<file path="config.mk">
export PLATFORM = sky130hd
export DESIGN_NAME = riscv_lsu
export DESIGN_NICKNAME = d
export VERILOG_FILES = /design/src/rtl/riscv_lsu.sv
export SDC_FILE = /design/constraint.sdc
export NUM_CORES = 1
export LEC_CHECK = 0
export CORE_AREA = 2 2 86 121
export CTS_BUF_LIST = sky130_fd_sc_hd__clkbuf_2 sky130_fd_sc_hd__clkbuf_4 sky130_fd_sc_hd__clkbuf_8
export DETAILED_ROUTE_END_ITERATION = 7
export DIE_AREA = 0 0 88 123
export PLACE_DENSITY = 0.81
export SKIP_CTS_REPAIR_TIMING = 1
export SLEW_MARGIN = 20
export SYNTH_ARGS = -nofsm -noshare
export SYNTH_HDL_FRONTEND = slang
export SYNTH_SLANG_ARGS = --single-unit
</file>
<file path="constraint.sdc">
create_clock -name clk -period 2.25 [get_ports clk]
set_input_delay 0.45 -clock clk [delete_from_list [all_inputs] [get_ports clk]]
set_output_delay 0.45 -clock clk [all_outputs]
set_load 0.02 [all_outputs]
</file>
<file path="src/rtl/riscv_lsu.sv">
// RV32I load/store unit: byte/half/word access to a word-wide synchronous RAM.
// Optional macro LSU_BOUNDS_CHECK_EN rejects addresses beyond the RAM size.
module riscv_lsu #(
  parameter int ADDR_WIDTH = 10
) (
  input  logic                  clk,
  input  logic                  rst,
  input  logic                  req_valid,
  output logic                  req_ready,
  input  logic                  req_we,
  input  logic [2:0]            req_funct3,
  input  logic [31:0]           req_addr,
  input  logic [31:0]           req_wdata,
  output logic                  resp_valid,
  output logic [31:0]           resp_rdata,
  output logic                  resp_err,
  output logic [ADDR_WIDTH-1:0] mem_addr,
  output logic [3:0]            mem_we,
  output logic [31:0]           mem_wdata,
  input  logic [31:0]           mem_rdata
);

  typedef enum logic [1:0] {IDLE, ACCESS, WAIT, RESP} state_t;

  state_t                state_reg, state_next;
  logic                  we_reg, we_next;
  logic [2:0]            f3_reg, f3_next;
  logic [1:0]            lane_reg, lane_next;
  logic [ADDR_WIDTH-1:0] mem_addr_reg, mem_addr_next;
  logic [3:0]            mem_we_reg, mem_we_next;
  logic [31:0]           mem_wdata_reg, mem_wdata_next;
  logic [31:0]           resp_rdata_reg, resp_rdata_next;
  logic                  resp_err_reg, resp_err_next;

  logic        legal, misaligned, out_of_range, bad_req;
  logic [3:0]  strobe;
  logic [31:0] wdata_rep;
  logic [7:0]  ld_byte;
  logic [15:0] ld_half;
  logic [31:0] ld_ext;

`ifdef LSU_BOUNDS_CHECK_EN
  assign out_of_range = |req_addr[31:ADDR_WIDTH+2];
`else
  // Upper address bits are dropped, so accesses alias into the RAM.
  logic unused_addr_hi;
  assign unused_addr_hi = ^req_addr[31:ADDR_WIDTH+2];
  assign out_of_range   = 1'b0;
`endif

  always_comb begin
    legal      = 1'b0;
    misaligned = 1'b0;
    strobe     = 4'b1111;
    wdata_rep  = req_wdata;
    case (req_funct3)
      3'b000, 3'b001, 3'b010: legal = 1'b1;
      3'b100, 3'b101:         legal = !req_we;
      default:                legal = 1'b0;
    endcase
    case (req_funct3[1:0])
      2'b00: begin
        strobe    = 4'b0001 << req_addr[1:0];
        wdata_rep = {4{req_wdata[7:0]}};
      end
      2'b01: begin
        misaligned = req_addr[0];
        strobe     = 4'b0011 << req_addr[1:0];
        wdata_rep  = {2{req_wdata[15:0]}};
      end
      default: misaligned = |req_addr[1:0];
    endcase
    bad_req = !legal || misaligned || out_of_range;
  end

  // Little-endian lane extraction and extension of the RAM word.
  always_comb begin
    ld_byte = mem_rdata[8*lane_reg +: 8];
    ld_half = lane_reg[1] ? mem_rdata[31:16] : mem_rdata[15:0];
    case (f3_reg)
      3'b000:  ld_ext = {{24{ld_byte[7]}}, ld_byte};
      3'b001:  ld_ext = {{16{ld_half[15]}}, ld_half};
      3'b100:  ld_ext = {24'd0, ld_byte};
      3'b101:  ld_ext = {16'd0, ld_half};
      default: ld_ext = mem_rdata;
    endcase
  end

  always_comb begin
    state_next      = state_reg;
    we_next         = we_reg;
    f3_next         = f3_reg;
    lane_next       = lane_reg;
    mem_addr_next   = mem_addr_reg;
    mem_we_next     = 4'b0000;
    mem_wdata_next  = mem_wdata_reg;
    resp_rdata_next = resp_rdata_reg;
    resp_err_next   = resp_err_reg;
    case (state_reg)
      IDLE: begin
        if (req_valid) begin
          we_next   = req_we;
          f3_next   = req_funct3;
          lane_next = req_addr[1:0];
          if (bad_req) begin
            state_next      = RESP;
            resp_err_next   = 1'b1;
            resp_rdata_next = 32'd0;
          end else begin
            state_next    = ACCESS;
            mem_addr_next = req_addr[ADDR_WIDTH+1:2];
            if (req_we) begin
              mem_we_next    = strobe;
              mem_wdata_next = wdata_rep;
            end
          end
        end
      end
      ACCESS: begin
        if (we_reg) begin
          state_next      = RESP;
          resp_err_next   = 1'b0;
          resp_rdata_next = 32'd0;
        end else begin
          state_next = WAIT;
        end
      end
      WAIT: begin
        state_next      = RESP;
        resp_err_next   = 1'b0;
        resp_rdata_next = ld_ext;
      end
      default: begin
        state_next      = IDLE;
        resp_err_next   = 1'b0;
        resp_rdata_next = 32'd0;
      end
    endcase
  end

  always_ff @(posedge clk) begin
    if (rst) begin
      state_reg      <= IDLE;
      we_reg         <= 1'b0;
      f3_reg         <= 3'd0;
      lane_reg       <= 2'd0;
      mem_addr_reg   <= '0;
      mem_we_reg     <= 4'b0000;
      mem_wdata_reg  <= 32'd0;
      resp_rdata_reg <= 32'd0;
      resp_err_reg   <= 1'b0;
    end else begin
      state_reg      <= state_next;
      we_reg         <= we_next;
      f3_reg         <= f3_next;
      lane_reg       <= lane_next;
      mem_addr_reg   <= mem_addr_next;
      mem_we_reg     <= mem_we_next;
      mem_wdata_reg  <= mem_wdata_next;
      resp_rdata_reg <= resp_rdata_next;
      resp_err_reg   <= resp_err_next;
    end
  end

  assign req_ready  = (state_reg == IDLE) && !rst;
  assign resp_valid = (state_reg == RESP);
  assign resp_rdata = resp_rdata_reg;
  assign resp_err   = resp_err_reg;
  assign mem_addr   = mem_addr_reg;
  assign mem_we     = mem_we_reg;
  assign mem_wdata  = mem_wdata_reg;

endmodule

</file>
**Yosys cells after proc, flatten, opt, wreduce, memory -nomap -nowiden**

Cells that the tools add are included.

- $add $sub $neg: 0
- Multiply operators: 0
- Divide/modulo/power cells: 0
- $lt $le $gt $ge: 0
- Equality and inequality tests: 14
- Shift operators: 3
- Multiplexer cells: 18
- Bitwise operators: 4
- Reductions and logical operators: 17

Operators with widths:

| kind | number |
|---|---|
| 32-bit case mux with 4 select lines | 1 |
| 32-bit two-way mux | 3 |
| 32-bit case mux with 3 select lines | 1 |
| 32-bit case mux with 2 select lines | 1 |
| 32-bit by 6-bit variable part select with 8-bit output | 1 |
| 16-bit two-way mux | 1 |
| 3-bit == test, second input constant | 4 |
| 4-bit case mux with 2 select lines | 1 |
| 3-bit by 1-bit == test with 1-bit output, second input constant | 2 |
| 3-bit logical NOT | 2 |
| 2-bit != test, second input constant | 3 |
| 1-bit case mux with 2 select lines | 3 |
| 2-bit case mux with 3 select lines | 1 |
| 3-bit AND reduction | 2 |
| 5-bit OR reduction | 1 |
| 2-bit by 1-bit == test with 1-bit output, second input constant | 2 |
| 2-bit == test, second input constant | 2 |
| 2-bit logical NOT | 2 |
| 1-bit two-way mux | 4 |
| 2-bit two-way mux | 2 |
| 1-bit NOT | 4 |
| 4-bit AND reduction | 1 |
| 2-bit OR reduction | 2 |
| 1-bit by 2-bit left shift with 4-bit output, first input constant | 1 |
| other kinds (7) | 9 |

- Bits in registers: 87
- Bits in latches: 0
- Memory bits (writable): 0
- ROM bits: 0
- Bits of input ports: 103
- Logic and storage cells: 65
- Memories: 0

**Logic depth before layout (Yosys ltp)**

Gate-level depths: netlist of the first run.

- Word-level depth: 8
- Mapped depth: 8
- Depth with buffers taken out: 6

**Least setup slack after synthesis of the first run**

OpenSTA, ideal clock, no wires.

- Kind: register to register
- From: reg state_reg[0]
- To: reg resp_rdata_reg[17], in the netlist resp_rdata[17]
- Library setup time: 0.070 ns
- Data arrival time: 1.697 ns
- Required time: 2.180 ns
- Setup slack: 0.483 ns
- Cell stages (with the launch flop): 8
- Buffers on the path: 1
- Clock period less this slack: 1.767 ns
- Cells stage by stage: dfxtp_1 inv_1 ha_1 nor2b_1 a2111oi_4 o211ai_2 buf_2 o2bb2ai_1

- Word-level cells in the longest chain between the ends: 3

RTL lines:

| what | RTL line | RTL |
|---|---|---|
| start: declaration | 25 | `state_t state_reg, state_next;` |
| start signal: assignment | 153 | `state_reg <= state_next;` |
| 2-bit by 1-bit == test with 1-bit output / 2-bit logical NOT (equally long branches) | 99 | `case (state_reg)` |
| 2-bit != test (no line) | -- |  |
| 3-bit AND reduction (no line) | -- |  |
| end signal: assignment | 160 | `resp_rdata_reg <= resp_rdata_next;` |
| end: declaration | 32 | `logic [31:0] resp_rdata_reg, resp_rdata_next;` |

Several ways; a longest one is shown, not always the timed one.
A chain may end at the register's enable or synchronous reset.

**Final worst setup path of the first run**

- From: in req_addr[0]
- To: reg resp_rdata_reg[2], in the netlist resp_rdata[2]

- Word-level cells in the longest chain between the ends: 5

RTL lines:

| what | RTL line | RTL |
|---|---|---|
| start: declaration | 12 | `input logic [31:0] req_addr,` |
| 2-bit OR reduction | 71 | `default: misaligned = \|req_addr[1:0];` |
| 1-bit case mux with 2 select lines (*) | 61 | `case (req_funct3[1:0])` |
| 1-bit logical OR (*) | 73 | `bad_req = !legal \|\| misaligned \|\| out_of_range;` |
| 2-bit != test (no line) (*) | -- |  |
| 3-bit AND reduction (no line) (*) | -- |  |

Mark *: on every way between the ends. The rest lies on a longest branch, timed or not.

==> flow_metrics.tcl, run 1 <==
set metrics [dict create \
    numCtsBuffers 9 \
    htree_levels 3 \
    crit_path_max_fanout 9 \
    die_h_um 123 \
    rows 43 \
    cap_violations 0 \
    syn-num-nets 580 \
    m1WireLength_um 4647 \
    synth_cells 473 \
    synth_edf_count 0 \
    overflow 0 \
    slowest_stage "clkdlybuf4s50_1" \
    synth-seq-area-share 0.4266 \
    path_delay_family "simple AND/OR/NAND/NOR gates" \
    multi_input_area_um2 2117 \
    fin_area_um2 6143 \
    syn_avg_cell_area_um2 8.631 \
    placed_cell_area_um2 5931 \
    top_layer "met4" \
    grt_pass1_vias 4122 \
    critPathRequiredTime_ps 2510 \
    worstPathCellList "clkdlybuf4s50_1, nor4_4, nor4b_2, or3_1, o32ai_1" \
    vias 4066 \
    async_flop_share 0 \
    cts_root_buffer "clkbuf_8" \
    worstHoldPathCells 2 \
    die_w_um 88 \
    dr.pass1.iters 5 \
    synth.distinct_cells 42 \
    reg2reg_depth 4 \
    io_pins 184 \
    tightest_slew_ps 818.3 \
    p_int_mw 3.153 \
    clk_latency_ps 350 \
    endpoint_kind "flip-flop" \
    final_cells 776 \
    synthToLayoutAreaGrowth_pct 50.47 \
    grt_max_degree 48 \
    drt-total-wl_um 12440 \
    clkPwrFrac 0.232 \
    hold_class "in2reg" \
    drt_iter0_drc 182 \
    critical_path_class "in2reg" \
    setup_viol 0 \
    syn-cell-area_um2 4083 \
    start_kind "input pin" \
    fin_tns_setup_ps 0 \
    r2r_setup_slack_ps 280 \
    place.gp.congestion 0.8867 \
    final_layout_size_suffix_gt1_frac 0.08736 \
    power.density_nw_per_um2 785.2 \
    worst_ep_arrival_time_ps 2360 \
    fmax_ghz 0.4757 \
    vias_per_cell 5.240 \
    cts_tree "done" \
    drc 0 \
    track_usage 0.2274 \
    yosys_warnings 0 \
    p_comb_frac 0.384 \
    layout.nets 743 \
    hold_viol_final 0 \
    port_buffers 163 \
    final_max_slew_viol_count 0 \
    fin_crit_sh 0.9343 \
    initial_core_util 0.4192 \
    final-seq-area_um2 1742 \
    power.leakage_nw 2.248 \
    place_hpwl_um 9372 \
    ant_nets 0 \
    outcome "complete, no violations" \
    clock_skew_ps 12.49 \
    rsz0062_at_grt "no" \
    switching_power_mw 1.671 \
    clockBufferDepth 2 \
    synth-seq-cells 87 \
    grt_pass1_wl_um 19200 \
    cp.depth 5 \
    worst-path-buf-inv 1 \
    dp_cells 760 \
    die-area_um2 10820 \
    wl_met2_um 6369 \
    ys.flop_type "dfxtp_1" \
    n_fill_cell 838 \
    antenna_found_initial 0 \
    core_region_area_um2 9738 \
    diodes 0 \
    seqPwrFrac 0.384 \
    wl_met3_um 1037 \
    ir_drop_uv 427.4 \
    clock-sinks 87 \
    maxSlewHeadroom 0.4533 \
    crit_path_max_incr_delay_ps 540 \
    sw_frac_of_total 0.3464 \
    wl_per_cell_um 16.03 \
    clk_pin_slew_worst_paths_ps 90 \
    period_needed_ps 2102 \
]
[kinds of logic after synthesis]
group / synth area share
flops: 0.4266
fa+ha+maj: 0.01226
simple gates: 0.1961
mux: 0.08888
buf+inv: 0.05547
compound gates: 0.2207
[power groups by stage]
| stage | sequential [mW] | combinational [mW] | clock [mW] |
|---|---|---|---|
| 3_3_place_gp | 1.88 | 1.80 | 0 |
| 6_report | 1.85 | 1.85 | 1.12 |
| 5_1_grt | 1.88 | 2.01 | 1.22 |
| 4_1_cts | 1.85 | 1.86 | 1.15 |
| 2_1_floorplan | 2.04 | 0.924 | 0 |
| 3_5_place_dp | 1.89 | 1.85 | 0 |
[Yosys cell counts (2+ instances only)]
master / instances / area share
dfxtp_1: 87 / 0.43
nand2_1: 63 / 0.058
clkbuf_1: 18 / 0.017
a21oi_1: 41 / 0.050
buf_2: 10 / 0.012
nand2b_1: 2 / 0.0031
o22ai_1: 7 / 0.011
buf_6: 3 / 0.0083
mux2i_1: 34 / 0.083
or3_1: 8 / 0.012
o21ai_0: 20 / 0.025
o32ai_1: 9 / 0.019
a22o_1: 4 / 0.0086
a311oi_1: 8 / 0.017
buf_4: 3 / 0.0055
o2bb2ai_1: 16 / 0.034
mux2_2: 2 / 0.0055
ha_1: 4 / 0.012
nand3_1: 6 / 0.0074
a211oi_1: 10 / 0.018
nor2b_1: 30 / 0.046
nor2_1: 45 / 0.041
a22o_2: 4 / 0.0098
o21a_1: 2 / 0.0037
nor3_1: 8 / 0.0098
inv_1: 13 / 0.012
[per-stage QoR]
stage | hold slack (ps) | power [mW] | worst slack (ps) | util
3_3_place_gp | 443.3 | 3.672 | -125.3 | 0.6090
6_report | 344.5 | 4.824 | 147.8 | 0.6309
2_1_floorplan | 474.9 | 2.964 | 482.7 | -
4_1_cts | 334.0 | 4.862 | -184.6 | 0.6303
3_5_place_dp | 445.5 | 3.738 | -229.3 | 0.6090
5_1_grt | 336.8 | 5.108 | 37.95 | 0.6309
[path summary, 6_finish.rpt]
| kind | to | from |
|---|---|---|
| min reg2reg | resp_rdata[15]$_SDFFE_PP0P_ | resp_rdata[15]$_SDFFE_PP0P_ |
| min | resp_err$_SDFFE_PP0P_ | rst |
| max | resp_rdata[2]$_SDFFE_PP0P_ | req_addr[0] |
| max reg2reg | resp_rdata[2]$_SDFFE_PP0P_ | f3_reg[0]$_SDFFE_PP0P_ |
[cells in the final DEF (no fill, tap or decap), types with 7 or more instances in the layout]
master           synthesis  final
o22ai_1                  7      7
nor3_1                   8      8
clkdlybuf4s50_1          0    161
o21ai_0                 20     19
nor2b_1                 30     30
clkbuf_8                 0     10
or3_1                    8      8
o2bb2ai_1               16     16
nor2_1                  45     45
inv_1                   13     13
dfxtp_1                 87     87
a211oi_1                10     10
a21oi_1                 41     41
mux2i_1                 34     34
a311oi_1                 8      8
nand2_1                 63     63
buf_4                    3     20
o32ai_1                  9      9
[area by class of cell]
cell class | instances | share of cell area
Sequential cell | 87 | 0.2835
Tap cell | 135 | 0.02749
Multi-Input combinational cell | 338 | 0.3446
Clock inverter | 6 | 0.01141
Inverter | 13 | 0.007943
Clock buffer | 10 | 0.02240
Timing Repair Buffer | 187 | 0.3026
[metal layers]
| layer | track usage | vias to the layer above |
|---|---|---|
| met1 | 0.2360 | 1872 |
| li1 | - | 1997 |
| met3 | 0.07076 | 21 |
| met2 | 0.4072 | 176 |
| met4 | 0.1115 | 0 |
| met5 | 0 | - |
(Power assumes the default switching activity.)
==> inputs of run 2 (changes only) <==
--- a/config.mk
+++ b/config.mk
@@ -9,8 +9,7 @@
 export CTS_BUF_LIST = sky130_fd_sc_hd__clkbuf_2 sky130_fd_sc_hd__clkbuf_4 sky130_fd_sc_hd__clkbuf_8
 export DETAILED_ROUTE_END_ITERATION = 7
 export DIE_AREA = 0 0 88 123
-export PLACE_DENSITY = 0.81
-export SKIP_CTS_REPAIR_TIMING = 1
+export PLACE_DENSITY = 0.89
 export SLEW_MARGIN = 20
 export SYNTH_ARGS = -nofsm -noshare
 export SYNTH_HDL_FRONTEND = slang
==> flow_metrics.tcl, run 2 (synthesized netlist as in run 1, its figures left out) <==
set metrics [dict create \
    worst-path-buf-inv 1 \
    wl_per_cell_um 15.88 \
    worst_ep_arrival_time_ps 2380 \
    final_max_slew_viol_count 0 \
    endpoint_kind "flip-flop" \
    path_delay_family "simple AND/OR/NAND/NOR gates" \
    gr-max-usage-layer "met2" \
    p_comb_frac 0.384 \
    cts_tree "done" \
    crit_path_max_incr_delay_ps 550 \
    hold_class "in2reg" \
    clk_latency_ps 360 \
    clock-sinks 87 \
    met1_usage 0.2430 \
    power.density_nw_per_um2 790.1 \
    port_buffers 163 \
    drc 0 \
    place_hpwl_um 9326 \
    die_h_um 123 \
    switching_power_mw 1.693 \
    met3_usage 0.06475 \
    critical_path_class "in2reg" \
    diodes 0 \
    reg2reg_depth 6 \
    initial_core_util 0.4192 \
    worstPathCellList "clkdlybuf4s50_1, nor4_4, nor4b_2, or3_1, o32ai_1" \
    clockBufferDepth 2 \
    maxSlewHeadroom 0.4298 \
    cts_root_buffer "clkbuf_8" \
    io_pins 184 \
    crit_path_max_fanout 9 \
    cp.depth 5 \
    rows 43 \
    layout_common_cells "161 x clkdlybuf4s50_1, 87 x dfxtp_1, 63 x nand2_1" \
    met2_usage 0.4100 \
    p_int_mw 3.156 \
    sw_frac_of_total 0.3491 \
    outcome "complete, no violations" \
    start_kind "input pin" \
    critPathRequiredTime_ps 2510 \
    vias_per_cell 5.295 \
    grt_max_degree 49 \
    final_layout_size_suffix_gt1_frac 0.08736 \
    clock_skew_ps 7.783 \
    setup_viol 0 \
    worstHoldPathCells 2 \
    clkPwrFrac 0.234 \
    die-area_um2 10820 \
    finalPower_mw 4.850 \
    layout_commonest_cell "clkdlybuf4s50_1" \
    vias 4109 \
    dr.pass1.iters 5 \
    place.gp.congestion 0.8825 \
    overflow 0 \
    track_usage 0.2270 \
    final_cells 776 \
    power.leakage_nw 2.246 \
    period_needed_ps 2126 \
    n_fill_cell 791 \
    grt_pass1_wl_um 19290 \
    drt-total-wl_um 12320 \
    fin_crit_sh 0.9448 \
    htree_levels 3 \
    clk_pin_slew_worst_paths_ps 90 \
    cap_violations 0 \
    layout.nets 743 \
    seqPwrFrac 0.382 \
    synthToLayoutAreaGrowth_pct 50.35 \
    antenna_found_initial 0 \
    fmax_ghz 0.4704 \
    ant_nets 0 \
    die_w_um 88 \
    hold_viol_final 0 \
    whs_ps 414.7 \
    ir_drop_uv 390.3 \
    numCtsBuffers 9 \
    core_region_area_um2 9738 \
    dp_cells 760 \
    drt_iter0_drc 125 \
    slowest_stage "clkdlybuf4s50_1" \
    grt_pass1_vias 4034 \
    fin_util 0.6303 \
    rsz0062_at_grt "no" \
    tightest_slew_ps 853.5 \
]
[run 2: cell types whose count changed in the layout (fill, tap and decap cells not counted), sizes merged]
cell	delta
clkinvlp	-2
dlymetal6s2s	-1
clkinv	+1
dlygate4sd2	+1
inv	+1
[run 2: layer usage]
metal  routed length [um]  share of wire  vias to the layer above
met4                  343          0.028                        0
met1                 4642           0.38                     1906
li1                     -              -                     2001
met3                  987          0.080                       23
met5                    0              0                        -
met2                 6350           0.52                      179
[run 2: path summary, 6_finish.rpt]
kind                                                start                     endpoint  slack [ps]
worst max-delay path                        req_funct3[0]   resp_rdata[6]$_SDFFE_PP0P_         120
worst min-delay path                                  rst          we_reg$_SDFFE_PP0P_         410
worst max register to register  state_reg[0]$_SDFFE_PP0P_  resp_rdata[11]$_SDFFE_PP0P_         280
worst min register to register  mem_wdata[7]$_SDFFE_PP0P_    mem_wdata[7]$_SDFFE_PP0P_         470
[run 2: cell type report]
cell class                 instances  area, um2  area share
inverter                          13      48.80    0.007949
multi-input combinational        338       2117      0.3449
timing repair buffer             187       1856      0.3023
clock inverter                     6      68.82     0.01121
clock buffer                      10      137.6     0.02242
sequential                        87       1742      0.2837
tap                              135      168.9     0.02752
[run 2: stage by stage]
stage,TNS (ps),worst slack [ps],instance area [um2]
after floorplan,0,482.7,4083
after global placement,-2932,-158.0,5931
after detailed placement,-8010,-245.4,5931
after CTS,0,132.1,6138
after global routing,0,4.990,6138
final,0,124.2,6138
[run 2: what timing repair did]
action | CTS | global route
hold buffers | 0 | 0
resized for setup | 2 | 0
setup buffers | 0 | 0
setup endpoints to repair | 1 | 2
pin swaps | 0 | 1
gates cloned | 0 | 0
[run 2: power groups by stage]
stage	clock, mW	combinational (mW)	sequential [mW]
floorplan	0	0.924	2.04
global placement	0	1.79	1.87
detailed placement	0	1.85	1.88
CTS	1.16	1.86	1.85
global route	1.21	2.02	1.87
finish	1.13	1.86	1.85
==> inputs of run 3 (changes only) <==
==> config.mk (replaced) <==
export PLATFORM = sky130hd
export DESIGN_NAME = riscv_lsu
export DESIGN_NICKNAME = d
export VERILOG_FILES = /design/src/rtl/riscv_lsu.sv
export SDC_FILE = /design/constraint.sdc
export NUM_CORES = 1
export LEC_CHECK = 0
export CORE_AREA = 2 2 87 122
export DETAILED_ROUTE_END_ITERATION = 7
export DIE_AREA = 0 0 89 124
export PLACE_DENSITY = 0.87
export SLEW_MARGIN = 20
export SYNTH_ARGS = -nofsm -noshare
export SYNTH_HDL_FRONTEND = slang
export SYNTH_SLANG_ARGS = --single-unit
==> flow_metrics.tcl, run 3 (synthesized netlist as in run 1, its figures left out) <==
set metrics [dict create \
    outcome "complete, no violations" \
    grt_max_degree 49 \
    setup_viol 0 \
    grt_pass1_wl_um 19310 \
    drt_iter0_drc 125 \
    place.gp.congestion 0.9152 \
    numCtsBuffers 9 \
    final_cells 781 \
    htree_levels 3 \
    cts_tree "done" \
    worst_slack_ps 175.6 \
    crit_path_max_incr_delay_ps 530 \
    crit_path_max_fanout 9 \
    layout_commonest_cell "clkdlybuf4s50_1" \
    whs_ps 439.7 \
    postCtsResizedCells 2 \
    start_kind "input pin" \
    die_w_um 89 \
    die_h_um 124 \
    clockBufferDepth 2 \
    core_region_area_um2 9899 \
    io_pins 184 \
    vias_per_cell 5.321 \
    drt-total-wl_um 12440 \
    r2r_start "state_reg[1]$_SDFFE_PP0P_" \
    power.density_nw_per_um2 849.1 \
    clock-sinks 87 \
    slowest_stage "or3_1" \
    worstPathCellList "clkdlybuf4s50_1, nor4_4, nor4b_2, or3_1, o32ai_1" \
    ctsHoldBuffers 0 \
    drc 0 \
    diodes 0 \
    ir_drop_uv 497.5 \
    min_from "rst" \
    dr.pass1.iters 4 \
    cap_violations 0 \
    clk_latency_ps 340 \
    overflow 0 \
    port_buffers 163 \
    hold_class "in2reg" \
    period_needed_ps 2074 \
    placed_cell_area_um2 5981 \
    grt_pass1_vias 4142 \
    fmax_ghz 0.4821 \
    cts_setup_buffers 0 \
    r2r_setup_slack_ps 300 \
    dp_cells 765 \
    tightest_slew_ps 526.6 \
    min_to "lane_reg[1]$_SDFFE_PP0P_" \
    hold_viol_final 0 \
    final_max_slew_viol_count 0 \
    cts_root_buffer "clkbuf_16" \
    place_hpwl_um 9554 \
    synthToLayoutAreaGrowth_pct 54.64 \
    initial_core_util 0.4124 \
    n_fill_cell 818 \
    layout.nets 748 \
    reg2reg_depth 7 \
    clk_pin_slew_worst_paths_ps 70 \
    clock_skew_ps 7.698 \
    critPathRequiredTime_ps 2490 \
    fin_area_um2 6314 \
    ant_nets 0 \
    power.leakage_nw 2.328 \
    endpoint_kind "flip-flop" \
    final_layout_size_suffix_gt1_frac 0.09443 \
    layout_common_cells "161 x clkdlybuf4s50_1, 87 x dfxtp_1, 63 x nand2_1" \
    antenna_found_initial 0 \
    wl_per_cell_um 15.93 \
    worstHoldPathCells 2 \
    fin_crit_sh 0.9220 \
    place_ws_ps -179.8 \
    rsz0062_at_grt "no" \
    worstReg2RegEnd "resp_rdata[3]$_SDFFE_PP0P_" \
    track_usage 0.2250 \
    die-area_um2 11040 \
    rows 43 \
    critical_path_class "in2reg" \
    maxSlewHeadroom 0.6484 \
    vias 4156 \
    worst_ep_arrival_time_ps 2310 \
]
==> run 3: changes by cell type in the layout (fill, tap and decap cells not counted), sizes merged <==
cell / before / now
buf: 25 / 30
clkinvlp: 1 / 2
bufinv: 1 / 2
clkinv: 3 / 1
==> run 3: how the worst max path moves through the flow <==
stage | start | end | slack (ps) | depth (start not counted)
finish | req_addr[0] | resp_rdata[3]$_SDFFE_PP0P_ | 180 | 5
global route | req_addr[0] | resp_rdata[7]$_SDFFE_PP0P_ | 70 | 5
CTS | req_addr[0] | resp_rdata[3]$_SDFFE_PP0P_ | 170 | 5
detailed placement | req_addr[0] | resp_rdata[3]$_SDFFE_PP0P_ | -180 | 5
global placement | req_addr[0] | resp_rdata[6]$_SDFFE_PP0P_ | -110 | 5
floorplan | state_reg[0]$_SDFFE_PP0P_ | resp_rdata[17]$_SDFFE_PP0P_ | 480 | 7
==> run 3: power breakdown <==
group | internal [mW] | switching, mW | leakage [nW] | total, mW
logic | 0.889 | 0.971 | 1.47 | 1.86
clock network | 1.01 | 0.635 | 0.155 | 1.64
registers | 1.73 | 0.129 | 0.705 | 1.86
==> run 3: cell type report <==
cell class | count | area, um2 | area share
Multi-Input combinational cell | 338 | 2117 | 0.3353
Timing Repair Buffer | 192 | 1906 | 0.3018
Sequential cell | 87 | 1742 | 0.2759
Clock buffer | 10 | 239.0 | 0.03785
Tap cell | 135 | 168.9 | 0.02675
Clock inverter | 6 | 92.59 | 0.01467
Inverter | 13 | 48.80 | 0.007729
==> run 3: metal layers <==
| metal | vias up | GRT usage | share of wire |
|---|---|---|---|
| met5 | - | 0 | 0 |
| met4 | 0 | 0.1082 | 0.031 |
| met2 | 159 | 0.4142 | 0.52 |
| met1 | 1958 | 0.2267 | 0.37 |
| li1 | 2017 | - | - |
| met3 | 22 | 0.06627 | 0.081 |
==> run 3: through the flow <==
step                      power (mW)    util  setup TNS [ps]
after detailed placement       3.747  0.6041           -2906
after floorplan                2.964       -               0
after global routing           5.624  0.6378               0
after global placement         3.683  0.6041          -990.1
final                          5.361  0.6378               0
after CTS                      5.405  0.6378               0
==> run 3: worst max-delay path, delay by kind of cell <==
kind	cells	cell delay, ps
buf+inv	1	500
compound gates	1	190
simple gates	3	1170
==> RTL edit 1 (config.mk and constraints of run 1) <==
The parameter `ADDR_WIDTH` goes from 10 to 8.
--- a/src/rtl/riscv_lsu.sv
+++ b/src/rtl/riscv_lsu.sv
@@ -2,5 +2,5 @@
 // Optional macro LSU_BOUNDS_CHECK_EN rejects addresses beyond the RAM size.
 module riscv_lsu #(
-  parameter int ADDR_WIDTH = 10
+  parameter int ADDR_WIDTH = 8
 ) (
   input  logic                  clk,
Ports: changed (resized mem_addr); port bits go from 184 to 182. The function was not compared with the original's and may differ.
==> RTL edit 1 against run 1 <==
Routed wire length decreased by 2.5%. Sequential share of layout area shrank 0.32 points. Sequential cell count fell by 2. Area after synthesis fell by 1.4%. Clock power about the same. Cell area is 1.2% lower. Worst hold slack gained 120 ps. Final cell count fell by 0.64%. Critical path depth down 3. Worst setup slack gained 35 ps. Fmax rose by 1.7%. Non-clock buffer count grew 1. Total power decreased by 1.3%. Largest power group unchanged. Count of clock-buffer cells in the layout did not move. Highest routed layer unchanged.
==> RTL edit 1: results (changes against run 1) <==
Clock network
  • Clock Path Buffers: 2 (unchanged)
  • Root Driver: clkbuf_8
  • Insertion delay to the later sink of the worst-skew pair: 360 ps

Synth
  • Sequential fraction of the synthesis area: 0.423 (-0.00398)
  • Async SR Flop Fraction: 0 (unchanged)
  • YS warnings: 0 (unchanged)
  • Synth Net Count: 574 (-1.0%)
  • Yosys cell types: 43 (+2.4%)
  • Synth Flop Type: dfxtp_1
  • Synth top area cells: dfxtp_1 (42%), mux2i_1 (8.0%), nand2_1 (5.9%)
  • Post-Synthesis Cells: 467 (-1.3%)
  • Commonest cells in the netlist: dfxtp_1 (85), nand2_1 (63), nor2_1 (43)

Run status
  • Outcome: finished, final reports clean

Pwr
  • Sequential share of power: 0.383 (about the same)
  • Sw Share: 0.350 (+0.00399)
  • Max VDD drop: 0.442 mV (+3.4%)
  • Clk pwr: 0.00112 W (about the same)
  • Net load switching power: 0.00167 W (-0.17%)
  • Pleak: 2.23 nW (-0.82%)

Route
  • Drt via density: 5.18 (-1.2%)
  • WL/cell: 15.7 µm (-1.9%)
  • DRT iter0 DRCs: 82 (-55%)
  • Total wire length: 12,100 µm (-2.5%)
  • Pre-antenna DRT Iters: 4 (-1)

Worst hold path
  • Hold crit path type: flip-flop to flip-flop
  • WHS Path Cells: 2 (unchanged)

Placement
  • Port-buffer cells: 159 (-2.5%)
  • Dpl cell area: 5870 µm² (-1.1%)
  • RePlAce Congestion: 0.915 (+3.2%)
  • Detailed placement HPWL: 9080 µm (-3.1%)
  • Placed Instances: 755 (-0.66%)
  • Post-Place Worst Slack: -159 ps (+70.5 ps)

Global routing
  • Initial antenna violation count: 0 (unchanged)
  • Number of global-route vias before repair: 3,962 (-3.9%)
  • Largest net degree at the start of global routing: 45 (-6.3%)
  • Global-route wire length before repair: 18,900 µm (-1.3%)
  • GRT Overall Usage: 0.225 (-0.00267)
  • Gr ovfl total: 0 (unchanged)

Critical path
  • Crit Path Max Fanout: 4 (-5)
  • CP max stage cell: clkdlybuf4s50_1
  • CP top delay family: buffers and inverters
  • Worst R2R Path Depth: 7 (+3)
  • Max incr delay on CP: 650 ps (+110 ps)
  • Crit path arrival time: 1620 ps (-740 ps)

Finish
  • Nets: 738 (-0.67%)
  • Share of cells above drive strength 1: 0.0991 (+0.0117)

Timing
  • Hold Violations, Final: 0 (unchanged)
  • Worst Skew: 12.9 ps (+0.395 ps)
  • Worst slew margin: 0.452 (-0.00168)

Job
  • Max-cap viol count: 0 (unchanged)
==> RTL edit 1: changes by cell type after synthesis <==
cell and change:
a22o_1 -3, a22o_2 +3, buf_4 +2, dfxtp_1 -2
mux2i_1 -2, nor2_1 -2, and2b_1 +1, buf_2 -1
clkbuf_1 -1, nor2b_1 -1
==> RTL edit 1: cells by family after synthesis <==
kind of cell,share of synthesized area
multiplexers,0.0851
buffers and inverters,0.0578
adder cells (fa/ha/maj),0.0124
AO/OA/AOI/OAI,0.225
AND/OR/NAND/NOR,0.197
flip-flops,0.423
==> RTL edit 1: routing by layer <==
metal | vias up | GRT usage | routed length (µm) | part of all wire
met4 | 0 | 0.0952 | 319 | 0.026
met3 | 20 | 0.0808 | 1100 | 0.090
met1 | 1840 | 0.248 | 4750 | 0.39
met5 | - | 0 | 0 | 0
met2 | 157 | 0.385 | 5960 | 0.49
li1 | 1973 | - | - | -
==> RTL edit 1: worst reg2reg max path, stage by stage (launching register included) <==
cell and delay (ps):
dfxtp_1 380, inv_1 80, ha_1 290, nor2b_1 210, a2111oi_4 360, nand2_1 110
buf_4 180, o32ai_1 280
==> RTL edit 1: final timing paths <==
kind                               from                         end  slack, ps
max           state_reg[0]$_SDFFE_PP0P_                  resp_valid        180
min          resp_rdata[1]$_SDFFE_PP0P_  resp_rdata[1]$_SDFFE_PP0P_        460
max reg2reg   state_reg[0]$_SDFFE_PP0P_  resp_rdata[4]$_SDFFE_PP0P_        280
min reg2reg  resp_rdata[1]$_SDFFE_PP0P_  resp_rdata[1]$_SDFFE_PP0P_        460
==> RTL edit 1: area by class of cell <==
class | instances | area, µm²
clock buffers | 10 | 131
clock inverters | 6 | 71.3
fillers | 823 | 3670
inverters | 13 | 48.8
multi-input cells | 334 | 2090
flip-flops and latches | 85 | 1700
well taps | 135 | 169
repair buffers | 188 | 1860
==> RTL edit 2 (settings of run 1) <==
Made on the original files. Encoding of `state_t`: now one-hot (4 bits for 4 states).
--- a/src/rtl/riscv_lsu.sv
+++ b/src/rtl/riscv_lsu.sv
@@ -21,5 +21,5 @@
 );
 
-  typedef enum logic [1:0] {IDLE, ACCESS, WAIT, RESP} state_t;
+  typedef enum logic [3:0] {IDLE = 4'b0001, ACCESS = 4'b0010, WAIT = 4'b0100, RESP = 4'b1000} state_t;
 
   state_t                state_reg, state_next;
Formal check against the unedited RTL: no difference found for any inputs over 4 cycles, from zero or initial values and one cycle with rst high; so few cycles prove little.
==> RTL edit 2 against run 1 <==
Routed wire length is 0.32% higher. Clock skew rose by 1.5 ps. Critical path depth fell by 1. Sequential cell count increased by 2. Worst setup slack improved by 140 ps. Cell area increased by 0.31%. Count of clock-buffer cells in the layout fell by 1. First-iteration DRC count down 18%. Area after synthesis fell by 0.40%.
Power is not compared: it rests on default switching activity, and its combinational part moved more than twofold at a synthesized area within 25%.
==> RTL edit 2: results (changes against run 1) <==
Finish
  • Antenna Cells: 0 (unchanged)
  • Share of cells above drive strength 1: 0.0799 (-0.00749)
  • Nets: 724 (-2.6%)
  • Post-Layout Cell Count: 761 (-1.9%)

Critical path
  • Setup crit start: state_reg[2]$_SDFFE_PP0P_
  • Crit path arrival time: 2270 ps (-90 ps)
  • R2R Path Start: state_reg[2]$_SDFFE_PP0P_
  • CP max stage cell: or4b_4
  • Worst R2R Setup Slack: 280 ps
  • Max incr delay on CP: 580 ps (+40 ps)
  • Reg2reg end: resp_rdata[14]$_SDFFE_PP0P_

Placement
  • RePlAce Congestion: 0.869 (-2.1%)
  • Detailed placement HPWL: 9160 µm (-2.3%)
  • Post-Place Worst Slack: -48.7 ps (+181 ps)
  • Placed Instances: 745 (-2.0%)

Worst hold path
  • Hold Startpoint: mem_wdata[27]$_SDFFE_PP0P_
  • Hold Path Sink: mem_wdata[27]$_SDFFE_PP0P_
  • Hold crit path type: flip-flop to flip-flop

Route
  • DRT iter0 DRCs: 149 (-18%)
  • Total number of vias: 4,078 (+0.30%)
  • WL/cell: 16.4 µm (+2.3%)

Synth
  • Sequential fraction of the synthesis area: 0.438 (+0.0116)
  • Post-synthesis mux area share: 0.114 (+0.0247)
  • Yosys cell types: 46 (+9.5%)
  • Compound-Gate Fraction of Synth Area: 0.241 (+0.0206)
  • Synth Net Count: 564 (-2.8%)
  • Commonest cells in the netlist: dfxtp_1 (89), nand2_1 (73), mux2i_1 (45)
  • Adder-cell area share of the yosys netlist: 0 (-0.0123)
  • Post-Synthesis Cells: 461 (-2.5%)
  • Synth top area cells: dfxtp_1 (44%), mux2i_1 (11%), nand2_1 (6.7%)

Timing
  • Minimum clock period: 1970 ps (-135 ps)
  • Worst slew margin: 0.401 (-0.0522)
  • Worst Skew: 14.0 ps (+1.55 ps)

Run status
  • Outcome: finished, final reports clean

Pwr
  • Pleak: 2.23 nW
  • Max VDD drop: 0.460 mV

Global routing
  • Global-route wire length before repair: 19,300 µm (+0.65%)
  • Largest net degree at the start of global routing: 71 (+48%)
  • GRT Overall Usage: 0.231 (+0.00343)
  • Number of global-route vias before repair: 3,999 (-3.0%)
## RTL edit 2: metrics by stage
| step | instance area (µm²) | hold WS, ps | power [W] |
|---|---|---|---|
| 3_5_place_dp | 5890 | 447 | 0.00234 |
| 4_1_cts | 6160 | 461 | 0.00378 |
| 5_1_grt | 6160 | 482 | 0.00390 |
| 3_3_place_gp | 5890 | 442 | 0.00233 |
| 6_report | 6160 | 461 | 0.00374 |
| 2_1_floorplan | 4070 | 458 | 0.00201 |
## RTL edit 2: area by class of cell
cell class | count | area (µm²)
Timing Repair Buffer | 183 | 1820
Clock buffer | 9 | 124
Fill cell | 831 | 3580
Clock inverter | 7 | 143
Inverter | 4 | 15.0
Tap cell | 135 | 169
Sequential cell | 89 | 1780
Multi-Input combinational cell | 334 | 2110
## RTL edit 2: metal layers
metal,track usage,vias to the layer above,routed length (µm)
met5,0,-,0
met4,0.136,0,522
met3,0.0454,31,752
met2,0.402,162,6390
met1,0.256,1899,4810
li1,-,1986,-
